<file path="src/rtl/lu_sweep_driver.sv">
// Built-in self-test initiator for a 2-input logic unit: sweeps all 16
// {select_g, select, a, b} vectors, compares s_in to the golden function, reports mismatches.
module lu_sweep_driver #(
   parameter int SETTLE = 1,
   parameter int ERR_W  = 5
) (
   input  logic             clk,
   input  logic             rst_n,
   input  logic             start,
   output logic             a,
   output logic             b,
   output logic             select,
   output logic             select_g,
   input  logic             s_in,
   output logic             busy,
   output logic             done,
   output logic             pass,
   output logic [ERR_W-1:0] err_count,
   output logic [15:0]      fail_vec,
   output logic [1:0]       o_dbg_state
);

   typedef enum logic [1:0] {
      ST_IDLE  = 2'd0,
      ST_APPLY = 2'd1,
      ST_FIN   = 2'd2
   } state_t;

   state_t           r_state, w_state_nxt;
   logic [3:0]       r_idx, w_idx_nxt;
   logic [3:0]       r_cnt, w_cnt_nxt;
   logic [3:0]       r_vec, w_vec_nxt;
   logic             r_busy, w_busy_nxt;
   logic             r_done, w_done_nxt;
   logic             r_pass, w_pass_nxt;
   logic [ERR_W-1:0] r_err, w_err_nxt;
   logic [15:0]      r_fail, w_fail_nxt;

   logic             w_sample;
   logic             w_exp;
   logic             w_miss;
   logic [ERR_W-1:0] w_err_sat;

   // idx = {select_g, select, a, b}; select inverts, select_g picks OR over AND
   assign w_exp     = (r_idx[3] ? (r_idx[1] | r_idx[0]) : (r_idx[1] & r_idx[0])) ^ r_idx[2];
   assign w_sample  = (r_cnt == 4'(SETTLE));
   assign w_miss    = w_sample && (s_in != w_exp);
   assign w_err_sat = (r_err == {ERR_W{1'b1}}) ? r_err : r_err + ERR_W'(1);

   always_comb begin
      w_state_nxt = r_state;
      w_idx_nxt   = r_idx;
      w_cnt_nxt   = r_cnt;
      w_vec_nxt   = 4'd0;
      w_busy_nxt  = 1'b0;
      w_done_nxt  = 1'b0;
      w_pass_nxt  = r_pass;
      w_err_nxt   = r_err;
      w_fail_nxt  = r_fail;
      case (r_state)
         ST_IDLE: begin
            if (start) begin
               w_state_nxt = ST_APPLY;
               w_idx_nxt   = 4'd0;
               w_cnt_nxt   = 4'd0;
               w_busy_nxt  = 1'b1;
               w_err_nxt   = '0;
               w_fail_nxt  = 16'd0;
               w_pass_nxt  = 1'b0;
            end
         end
         ST_APPLY: begin
            w_busy_nxt = 1'b1;
            w_vec_nxt  = r_idx;
            if (w_sample) begin
               if (w_miss) begin
                  w_fail_nxt = r_fail | (16'd1 << r_idx);
                  w_err_nxt  = w_err_sat;
               end
               if (r_idx != 4'd15) begin
                  w_idx_nxt = r_idx + 4'd1;
                  w_cnt_nxt = 4'd0;
                  w_vec_nxt = r_idx + 4'd1;
               end else begin
                  w_state_nxt = ST_FIN;
                  w_busy_nxt  = 1'b0;
                  w_done_nxt  = 1'b1;
                  w_vec_nxt   = 4'd0;
                  // include the final vector's result in the verdict
                  w_pass_nxt  = (w_err_nxt == '0);
               end
            end else begin
               w_cnt_nxt = r_cnt + 4'd1;
            end
         end
         ST_FIN: begin
            w_state_nxt = ST_IDLE;
         end
         default: begin
            w_state_nxt = ST_IDLE;
         end
      endcase
   end

   always_ff @(posedge clk) begin
      if (!rst_n) begin
         r_state <= ST_IDLE;
         r_idx   <= 4'd0;
         r_cnt   <= 4'd0;
         r_vec   <= 4'd0;
         r_busy  <= 1'b0;
         r_done  <= 1'b0;
         r_pass  <= 1'b0;
         r_err   <= '0;
         r_fail  <= 16'd0;
      end else begin
         r_state <= w_state_nxt;
         r_idx   <= w_idx_nxt;
         r_cnt   <= w_cnt_nxt;
         r_vec   <= w_vec_nxt;
         r_busy  <= w_busy_nxt;
         r_done  <= w_done_nxt;
         r_pass  <= w_pass_nxt;
         r_err   <= w_err_nxt;
         r_fail  <= w_fail_nxt;
      end
   end

   assign select_g    = r_vec[3];
   assign select      = r_vec[2];
   assign a           = r_vec[1];
   assign b           = r_vec[0];
   assign busy        = r_busy;
   assign done        = r_done;
   assign pass        = r_pass;
   assign err_count   = r_err;
   assign fail_vec    = r_fail;
   assign o_dbg_state = r_state;

endmodule

</file>
<file path="config.mk">
export PLATFORM = sky130hd
export DESIGN_NAME = lu_sweep_driver
export DESIGN_NICKNAME = d
export VERILOG_FILES = /design/src/rtl/lu_sweep_driver.sv
export SDC_FILE = /design/constraint.sdc
export NUM_CORES = 1
export LEC_CHECK = 0
export BUFFER_PORTS_ARGS = -buffer_cell sky130_fd_sc_hd__buf_2
export CAP_MARGIN = 40
export CORE_ASPECT_RATIO = 1.1
export CORE_MARGIN = 2
export CORE_UTILIZATION = 25
export CTS_CLUSTER_SIZE = 30
export DETAILED_ROUTE_END_ITERATION = 8
export PLACE_DENSITY = 0.4
export SETUP_SLACK_MARGIN = 0.02
export SLEW_MARGIN = 20
export SYNTH_ARGS = -nofsm -noshare
export SYNTH_HDL_FRONTEND = slang
export SYNTH_SLANG_ARGS = --single-unit
</file>
<file path="constraint.sdc">
create_clock -name clk -period 2.1 [get_ports clk]
set_input_delay 0.42 -clock clk [delete_from_list [all_inputs] [get_ports clk]]
set_output_delay 0.42 -clock clk [all_outputs]
set_load 0.05 [all_outputs]
</file>
==> flow_summary.json <==
{
  "status": "finished clean",
  "track_usage_pct": 12.3,
  "r2r_setup_slack_ns": 0.16,
  "worstSkewPairLatency_ns": 0.30,
  "period_needed_ns": 1.94,
  "drive_gt1_share_pct": 25.4,
  "die_y_um": 94.6,
  "syn-num-nets": 228,
  "worst_setup_path_start_kind": "flop",
  "grt_pass1_wl_mm": 7.85,
  "cts_setup_buffers": 0,
  "rsz0062_at_grt": "false",
  "cts_buffer_depth": 2,
  "die-area_um2": 8160,
  "numCtsBuffers": 5,
  "clkPwrFrac_pct": 46.4,
  "start_util_pct": 25.4,
  "wirelength_mm": 4.85,
  "syn_area_um2": 1860,
  "clock-root-buffer": "clkbuf_8",
  "p_comb_share_pct": 8.5,
  "seqPwrFrac_pct": 45.1,
  "relSlewSlack_pct": 59.5,
  "grt_pass1_vias": 1643,
  "antennaDiodeCount": 0,
  "via_per_inst": 4.81,
  "fin_crit_sh_pct": 92.4,
  "gr-total-overflow": 0,
  "num_io_pins": 34,
  "power.share.switching_pct": 23.2,
  "placement.io_buffers": 33,
  "cts.sinks": 38,
  "fin_nets": 276,
  "grt_antenna_before_repair": 0,
  "rows": 33,
  "ys_ff_latch": 38,
  "gp_congestion": 0.793,
  "async_flop_share_pct": 0,
  "setup_tns_ns": 0,
  "cp_max_fo": 7,
  "post_drt_wl_per_cell_um": 13.8,
  "hold_viol_final": 0,
  "area_growth_syn_to_layout_pct": 28.7,
  "slowest_stage": "dfxtp_2",
  "setup_violations": 0,
  "power_leakage_nw": 0.984,
  "finalClockSkew_ns": 0.00797,
  "critPathArrivalTime_ns": 2.13,
  "synth-seq-area-share_pct": 40.8,
  "cts-htree-levels": 2,
  "switchingPower_w": 0.000378,
  "design_area_um2": 2400,
  "synth-edff-count": 0,
  "path_cells": "inv_1 > ha_1 > nand2b_1 > a21o_4 > a221oi_4 > a31oi_1 > o221a_1",
  "hpwl_mm": 3.60,
  "grt_max_degree": 18,
  "worst_pin_slew_ns": 0.601,
  "hold_class": "flop to flop",
  "synth_area_per_cell_um2": 8.67,
  "dpl-instance-area_um2": 2230,
  "crit_required_ns": 2.29,
  "drc": 0,
  "cts.reportedPaths.clkPinSlew_ns": 0.08,
  "cts_tree": "built",
  "synthDistinctLibCells": 42,
  "drv_cap": 0,
  "slew_viol_final": 0,
  "first_iter_violations": 75,
  "fp.dieW_um": 86.3,
  "cp-end-kind": "flop",
  "synth_warnings": 0,
  "max_stage_delay_ns": 0.37,
  "core_area_um2": 7350,
  "fill_cells": 806,
  "fmax_mhz": 515,
  "dr.pass1.iters": 4,
  "peakVddDrop_mv": 0.292,
  "synth_cells": 215,
  "via_count": 1690,
  "dp_slack_ns": 0.0731,
  "intPower_w": 0.00125,
  "worstSetupPathType": "flop to flop",
  "worst_slack_ns": 0.159,
  "power_density_nw_per_um2": 679,
  "synthFlopType": "dfxtp_1",
  "ant_nets": 0
}
==> per-layer routing <==
metal  GRT usage (%)  routed length [um]  vias up
met1            14.3                2200      789
met3            3.32                 176        3
li1                -                   -      864
met4            3.78                  33        0
met5               0                   0        -
met2            21.8                2440       34
==> repair_timing <==
item | in CTS | in global routing
endpoints found under the hold margin | 0 | 0
hold buffers | 0 | 0
setup endpoints to repair | 0 | 17
resized for setup | 0 | 6
==> power groups by stage <==
stage / logic [W] / registers (W) / clock network [W]
2_1_floorplan: 0.0000705 / 0.000770 / 0
3_3_place_gp: 0.000137 / 0.000752 / 0
3_5_place_dp: 0.000136 / 0.000752 / 0
4_1_cts: 0.000136 / 0.000735 / 0.000788
5_1_grt: 0.000153 / 0.000736 / 0.000809
6_report: 0.000138 / 0.000735 / 0.000756
==> kinds of logic (layout without fill, tap and decap cells) <==
group | count (synthesis) | after routing | share of synthesized area (%)
AOI/OAI and AO/OA | 71 | 71 | 26.4
DFF | 38 | 38 | 40.8
buffers and inverters | 33 | 82 | 7.25
xor gates and xnor gates | 4 | 4 | 1.88
adders and majority gates | 9 | 9 | 6.04
and+or+nand+nor | 60 | 60 | 17.6
==> cell type report <==
cell class | count | area, um2 | area share, %
clock buffers | 5 | 68.8 | 2.87
clock inverters | 3 | 68.8 | 2.87
repair buffers | 50 | 305 | 12.7
flip-flops and latches | 38 | 762 | 31.8
well taps | 87 | 109 | 4.54
multi-input cells | 144 | 995 | 41.5
inverters | 24 | 90.1 | 3.76
==> worst paths after layout <==
check | start | end | depth (start not counted)
worst max-delay path | r_idx[1]$_SDFFE_PN0P_ | err_count[2]$_SDFFE_PN0P_ | 7
worst min register to register | fail_vec[5]$_SDFFE_PN0P_ | fail_vec[5]$_SDFFE_PN0P_ | 2
worst max register to register | r_idx[1]$_SDFFE_PN0P_ | err_count[2]$_SDFFE_PN0P_ | 7
worst min-delay path | fail_vec[5]$_SDFFE_PN0P_ | fail_vec[5]$_SDFFE_PN0P_ | 2
==> critical path, delay by kind of cell, from the launching register on <==
kind                     cells  cell delay [ns]
buffers and inverters        1             0.10
AND/OR/NAND/NOR              1             0.18
AO/OA/AOI/OAI                4             0.97
flip-flops                   1             0.37
adder cells (fa/ha/maj)      1             0.20
==> state kept, by name (all words and copies together) (netlist names) <==
name / cells
fail_vec: 16
err_count: 5
r_cnt: 4
r_idx: 4
r_vec: 4
o_dbg_state: 2
busy: 1
done: 1
pass: 1
==> cell usage in the layout, fill, tap and decap left out, types with 8 or more instances in the layout <==
cell type and instances:
buf_4 16, nand2_1 12, ha_1 9, dfxtp_1 37
o2111ai_1 8, o211ai_1 8, nor2_1 11, a21oi_1 24
buf_2 33, inv_1 24
==> through the flow <==
step | total power [W] | util, % | instances | hold slack, ns
3_3_place_gp | 0.000889 | 30.4 | 343 | 0.431
5_1_grt | 0.00170 | 32.6 | 351 | 0.477
4_1_cts | 0.00166 | 32.3 | 351 | 0.450
2_1_floorplan | 0.000840 | - | 215 | 0.481
3_5_place_dp | 0.000888 | 30.4 | 343 | 0.436
6_report | 0.00163 | 32.6 | 351 | 0.444
==> Yosys cell counts, types with 3 or more instances <==
library cell	count	area (um2)
xor2_1	4	35.0
o21ai_0	5	25.0
nor3_1	4	20.0
a31oi_1	3	18.8
clkbuf_1	5	18.8
and3_1	4	25.0
nor2_1	11	41.3
nand3_1	7	35.0
o211ai_1	8	60.1
nand2_1	12	45.0
inv_1	24	90.1
nand2b_1	3	18.8
and2_1	4	25.0
buf_2	3	15.0
o2111ai_1	8	70.1
a21oi_1	24	120
nor2b_1	7	43.8
o21ai_1	5	25.0
ha_1	9	113
dfxtp_1	38	761
(Power assumes the default switching activity.)
